==> src/rtl/epd_pmic_sequencer.sv <==
// E-paper PMIC power sequencer: wakes the PMIC, programs VCOM over I2C once per
// power-on, then brings up the rails and VCOM in order and tears them down in reverse.
module epd_pmic_sequencer #(
  parameter int         VCOM_MV     = 2780,
  parameter logic [6:0] DEV_ADDR    = 7'h68,
  parameter int         WAKE_CYCLES = 20000,
  parameter int         PG_TIMEOUT  = 1000000,
  parameter int         COM_DELAY   = 5000,
  parameter int         RETRY_MAX   = 3
) (
  input  logic       clk,
  input  logic       rst_n,
  input  logic       switch,
  input  logic       PWRGOOD,
  output logic       WAKEUP,
  output logic       PWRUP,
  output logic       PWRCOM,
  output logic       i2c_start,
  output logic [7:0] i2c_wr_data,
  output logic       i2c_stop,
  input  logic       i2c_byte_done,
  input  logic       i2c_nack,
  output logic       ready,
  output logic [1:0] fault
);

  localparam int         VCOM_DIV  = VCOM_MV / 10;
  localparam logic [8:0] VCOM_CODE = (VCOM_DIV > 511) ? 9'd511 : 9'(VCOM_DIV);

  localparam int CNT_MAX0 = (WAKE_CYCLES > COM_DELAY) ? WAKE_CYCLES : COM_DELAY;
  localparam int CNT_MAX  = (CNT_MAX0 > PG_TIMEOUT) ? CNT_MAX0 : PG_TIMEOUT;
  localparam int CNT_W    = (CNT_MAX > 1) ? $clog2(CNT_MAX) : 1;
  localparam int RTY_W    = (RETRY_MAX > 1) ? $clog2(RETRY_MAX) : 1;

  localparam logic [CNT_W-1:0] WAKE_LAST = CNT_W'(WAKE_CYCLES - 1);
  localparam logic [CNT_W-1:0] PG_LAST   = CNT_W'(PG_TIMEOUT - 1);
  localparam logic [CNT_W-1:0] COM_LAST  = CNT_W'(COM_DELAY - 1);

  typedef enum logic [2:0] {
    ST_OFF, ST_WAKE, ST_XFER, ST_PWR_ON, ST_COM_WAIT, ST_ACTIVE, ST_PWR_OFF, ST_FAULT
  } state_t;

  state_t             state, state_n;
  logic [CNT_W-1:0]   cnt, cnt_n;
  logic [1:0]         byte_idx, byte_idx_n;
  logic [RTY_W-1:0]   retry, retry_n;
  logic               idle, idle_n;       // one-cycle gap after a NACK
  logic               issued, issued_n;   // start already pulsed for this attempt
  logic               stop_req, stop_req_n;
  logic               rail_on;            // PWRUP was driven in the previous cycle
  logic [1:0]         fault_n;
  logic               off_pending;
  logic               retry_last;

  assign off_pending = stop_req | ~switch;
  assign retry_last  = (int'(retry) + 1) >= RETRY_MAX;

  always_ff @(posedge clk or negedge rst_n) begin
    if (!rst_n) begin
      state    <= ST_OFF;
      cnt      <= '0;
      byte_idx <= '0;
      retry    <= '0;
      idle     <= 1'b0;
      issued   <= 1'b0;
      stop_req <= 1'b0;
      rail_on  <= 1'b0;
      fault    <= 2'd0;
    end else begin
      // NOTE: non-blocking assignments so every register samples pre-edge values.
      state    <= state_n;
      cnt      <= cnt_n;
      byte_idx <= byte_idx_n;
      retry    <= retry_n;
      idle     <= idle_n;
      issued   <= issued_n;
      stop_req <= stop_req_n;
      rail_on  <= PWRUP;
      fault    <= fault_n;
    end
  end

  always_comb begin
    // NOTE: every next value defaults to its current value so no latch is inferred.
    state_n    = state;
    byte_idx_n = byte_idx;
    retry_n    = retry;
    idle_n     = idle;
    issued_n   = issued;
    stop_req_n = stop_req;
    fault_n    = fault;
    case (state)
      ST_OFF:  if (switch) state_n = ST_WAKE;
      ST_WAKE: begin
        if (!switch)               state_n = ST_OFF;
        else if (cnt >= WAKE_LAST) state_n = ST_XFER;
      end
      ST_XFER: begin
        stop_req_n = off_pending;
        if (idle) begin
          if (off_pending) state_n = ST_PWR_OFF;
          else             idle_n  = 1'b0;
        end else begin
          issued_n = 1'b1;
          if (i2c_nack) begin
            if (retry_last) begin
              state_n = ST_FAULT;
              fault_n = 2'd1;
            end else if (off_pending) begin
              state_n = ST_PWR_OFF;
            end else begin
              retry_n    = retry + 1'b1;
              idle_n     = 1'b1;
              issued_n   = 1'b0;
              byte_idx_n = 2'd0;
            end
          end else if (i2c_byte_done) begin
            if (byte_idx == 2'd3) state_n    = off_pending ? ST_PWR_OFF : ST_PWR_ON;
            else                  byte_idx_n = byte_idx + 2'd1;
          end
        end
      end
      ST_PWR_ON: begin
        if (!switch)             state_n = ST_PWR_OFF;
        else if (PWRGOOD)        state_n = ST_COM_WAIT;
        else if (cnt >= PG_LAST) begin
          state_n = ST_FAULT;
          fault_n = 2'd2;
        end
      end
      ST_COM_WAIT: begin
        if (!switch)              state_n = ST_PWR_OFF;
        else if (cnt >= COM_LAST) state_n = ST_ACTIVE;
      end
      ST_ACTIVE: begin
        if (!PWRGOOD) begin
          state_n = ST_FAULT;
          fault_n = 2'd3;
        end else if (!switch) begin
          state_n = ST_PWR_OFF;
        end
      end
      ST_PWR_OFF: if (!PWRGOOD || cnt >= PG_LAST) state_n = ST_OFF;
      ST_FAULT: begin
        if (!switch) begin
          state_n = ST_OFF;
          fault_n = 2'd0;
        end
      end
      default: state_n = ST_OFF;
    endcase

    // Transfer bookkeeping only lives inside XFER, so entry from WAKE starts clean.
    if (state_n != ST_XFER) begin
      byte_idx_n = '0;
      retry_n    = '0;
      idle_n     = 1'b0;
      issued_n   = 1'b0;
      stop_req_n = 1'b0;
    end

    // Cycle counter restarts on every state change and saturates instead of wrapping.
    if (state_n != state) cnt_n = '0;
    else if (cnt == '1)   cnt_n = cnt;
    else                  cnt_n = cnt + 1'b1;
  end

  always_comb begin
    WAKEUP      = 1'b0;
    PWRUP       = 1'b0;
    PWRCOM      = 1'b0;
    ready       = 1'b0;
    i2c_start   = 1'b0;
    i2c_stop    = 1'b0;
    i2c_wr_data = 8'h00;
    case (state)
      ST_WAKE: WAKEUP = 1'b1;
      ST_XFER: begin
        WAKEUP = 1'b1;
        if (!idle) begin
          i2c_start = ~issued;
          i2c_stop  = (byte_idx == 2'd3);
          case (byte_idx)
            2'd0:    i2c_wr_data = {DEV_ADDR, 1'b0};
            2'd1:    i2c_wr_data = 8'h03;
            2'd2:    i2c_wr_data = VCOM_CODE[7:0];
            default: i2c_wr_data = {7'b0, VCOM_CODE[8]};
          endcase
        end
      end
      ST_PWR_ON, ST_COM_WAIT: begin
        WAKEUP = 1'b1;
        PWRUP  = 1'b1;
      end
      ST_ACTIVE: begin
        WAKEUP = 1'b1;
        PWRUP  = 1'b1;
        PWRCOM = 1'b1;
        ready  = 1'b1;
      end
      // VCOM drops on entry; the rail follows one cycle later, and only if it was up.
      ST_PWR_OFF: begin
        WAKEUP = 1'b1;
        PWRUP  = rail_on && (cnt == '0);
      end
      default: ;
    endcase
  end

endmodule

==> config.mk <==
export PLATFORM = sky130hd
export DESIGN_NAME = epd_pmic_sequencer
export DESIGN_NICKNAME = d
export VERILOG_FILES = /design/src/rtl/epd_pmic_sequencer.sv
export SDC_FILE = /design/constraint.sdc
export NUM_CORES = 1
export LEC_CHECK = 0
export CAP_MARGIN = 20
export CORE_MARGIN = 10
export CORE_UTILIZATION = 41
export CTS_CLUSTER_DIAMETER = 30
export DETAILED_ROUTE_END_ITERATION = 12
export PLACE_DENSITY_LB_ADDON = 0.2
export SLEW_MARGIN = 20
export SYNTH_ARGS = -nofsm -noshare
export SYNTH_HDL_FRONTEND = slang
export SYNTH_SLANG_ARGS = --single-unit
export TNS_END_PERCENT = 1
==> constraint.sdc <==
create_clock -name clk -period 3.5 [get_ports clk]
set_input_delay 0.525 -clock clk [delete_from_list [all_inputs] [get_ports clk]]
set_output_delay 0.525 -clock clk [all_outputs]
set_load 0.02 [all_outputs]
==> impl_metrics.csv <==
group,metric,value,unit
global_routing,grt_max_degree,34,
synthesis,synth_largest_area_cell,"dfrtp_1",
detailed_routing,met2_length,2670,um
min_path,whs_path_depth,2,
detailed_routing,dr.pass1.iters,4,
power,p_leak,1.12,nW
final_layout,num-nets-final,318,
power,vdd_drop_max,0.337,mV
clock_network,clkLatencyLatePin,0.28,ns
critical_path,cp_max_fo,6,
global_routing,antenna_found_initial,0,
synthesis,syn_area,2480,um^2
final_layout,fin_util,47.1,%
floorplan,rows,28,
critical_path,required,2.97,ns
final_layout,fill_cells,597,
synthesis,synthMostInstantiatedCell,"dfrtp_1",
run,drv_cap,0,
final_layout,areaGrowthSynthToFinish,11.8,%
synthesis,synth_area_leaders,"dfrtp_1 33%, xnor2_1 5.3%, nor3_1 4.6%",
timing,hold_viol,0,
floorplan,initial_core_util,42.1,%
critical_path,r2r_slack,0.70,ns
clock_network,cts_hold_buf,0,
detailed_routing,drt-initial-drc-count,125,
min_path,hold_class,"flip-flop to flip-flop",
timing,finalCritPeriodShare,87.8,%
critical_path,arrival,2.55,ns
run_status,status,"complete, no violations",
timing,rsz0062_at_grt,"no",
power,p_per_area,635,nW/um^2
timing,tns,0,ns
clock_network,cts.path.max_buffers,2,
min_path,min_from,"fault[1]$_DFFE_PN0P_",
synthesis,yosysWarnings,0,
synthesis,synthCells,296,
clock_network,clk_pin_slew,0.07,ns
timing,tightest_slew,0.859,ns
floorplan,die_area,9550,um^2
detailed_routing,wirelength,5930,um
clock_network,post_cts_buffers,0,
critical_path,reg2reg_depth,7,
global_routing,first_global_vias,2027,
clock_network,ctsRootBufferMaster,"clkbuf_8",
place,placement.io_buffers,19,
detailed_routing,drc_errors,0,
floorplan,ioPinCount,22,
synthesis,seq_area_frac_synth,33.3,%
timing,slew_headroom,42.8,%
synthesis,synth_edf_count,0,
floorplan,die_h,97.7,um
global_routing,grt_usage,12.3,%
synthesis,syn_avg_cell_area,8.37,um^2
global_routing,grt-ovfl-total,0,
clock_network,cts_tree,"yes",
detailed_routing,routed-via-count,2213,
detailed_routing,wl_per_cell,15.6,um
clock_network,htreeDepth,2,
timing,min_period,3.07,ns
final_layout,diodes,0,
timing,hold_ws,0.518,ns
synthesis,synthDominantCellAreaShare,33.3,%
critical_path,crit_path_end_kind,"output pin",
critical_path,rr_endpoint,"cnt[2]$_DFFE_PN0P_",
synthesis,ys_ff_latch,33,
synthesis,ys.flop_type,"dfrtp_1",
synthesis,synth_commonest_cells,"33 x dfrtp_1, 24 x nor2_1, 23 x nor3_1",
critical_path,startpoint_type,"flip-flop",
synthesis,async_flop_share,100,%
critical_path,timing.rr.start,"retry[1]$_DFFE_PN0P_",
place,dp_hpwl,4280,um
synthesis,synth.distinct_cells,55,
clock_network,cts_resized,0,
floorplan,die_w,97.7,um
timing,finalClockSkew,0.00791,ns
detailed_routing,ant_nets,0,
min_path,holdPathEnd,"fault[1]$_DFFE_PN0P_",
clock_network,clock-sinks,33,
timing,drv_slew,0,
final_layout,drive_gt1_share,6.56,%
global_routing,grt_pass1_wl,10200,um
clock_network,numCtsBuffers,5,
timing,max_freq,325,MHz
detailed_routing,met3_length,271,um
detailed_routing,met1_length,2940,um
floorplan,core,5890,um^2
place,gp_congestion,0.803,
detailed_routing,viasPerCell,5.82,
detailed_routing,highest_layer,"met4",
critical_path,crit_type,"flip-flop to output pin",
timing,setup_viol,0,
==> final cells by class <==
cell class                 instances  area, um^2  area share [%]
multi-input combinational        223        1470            53.0
sequential                        33         826            29.8
timing repair buffer              27         250            9.03
tap                               75        93.8            3.39
clock buffer                       8        80.1            2.89
inverter                          14        52.6            1.90
==> kinds of logic after synthesis <==
logic type	share of synthesized area [%]
fa+ha+maj	4.04
simple gates	26.6
mux	1.62
flops	33.3
compound gates	20.3
other cells	0.151
xor+xnor	6.36
buf+inv	7.58
==> state kept, by name, summed over array words and instances (netlist names) <==
register  cells
stop_req      1
byte_idx      2
issued        1
idle          1
state         3
cnt          20
rail_on       1
fault         2
retry         2
==> per-layer routing <==
metal  GRT usage [%]  vias up
met5               0        -
met4            3.24        0
met3            3.52        5
met2            18.9       47
met1            16.6     1070
li1                -     1091
==> worst max-delay path by stage <==
stage	startpoint	slack [ns]	to
after floorplan	cnt[0]$_DFFE_PN0P_	0.95	cnt[2]$_DFFE_PN0P_
after global placement	switch	0.39	cnt[2]$_DFFE_PN0P_
after detailed placement	switch	0.35	cnt[1]$_DFFE_PN0P_
after CTS	cnt[11]$_DFFE_PN0P_	0.43	PWRUP
after global routing	cnt[11]$_DFFE_PN0P_	0.29	PWRUP
final	cnt[10]$_DFFE_PN0P_	0.43	PWRUP
==> critical path, cell delays in order (launching register included) <==
cell	delay [ns]
dfrtp_1	0.45
or4_1	0.55
nor2_1	0.15
nand4_1	0.10
a31oi_1	0.32
clkdlybuf4s50_1	0.68
==> power by group <==
| group | switching (W) | internal [W] |
|---|---|---|
| Clock | 0.000141 | 0.000141 |
| Sequential | 0.0000523 | 0.000439 |
| Combinational | 0.000617 | 0.000369 |
==> cells in the final DEF (no fill, tap or decap), types with 3 or more instances in the layout <==
cell,count
dfrtp_1,33
nor2_1,24
nor3_1,23
a21oi_1,21
clkdlybuf4s50_1,19
nand2_1,18
xnor2_1,15
inv_1,14
and3_1,8
nand4_1,8
o21ai_0,8
ha_1,8
buf_4,8
nand3_1,7
nor2b_1,6
a211oi_1,5
nor4_1,5
and2_1,5
clkbuf_8,5
mux2i_1,4
and4_1,4
o311a_1,3
xor2_1,3
or3_1,3
o211ai_1,3
clkbuf_1,3
==> stage by stage <==
step                total power, W  std cells  worst slack [ns]  instance area (um^2)
CTS                        0.00178        380             0.432                  2770
global route               0.00190        380             0.294                  2770
detailed placement         0.00149        372             0.347                  2690
global placement           0.00149        372             0.389                  2690
finish                     0.00176        380             0.426                  2770
floorplan                  0.00121        297             0.951                  2480
(Power assumes the default switching activity.)
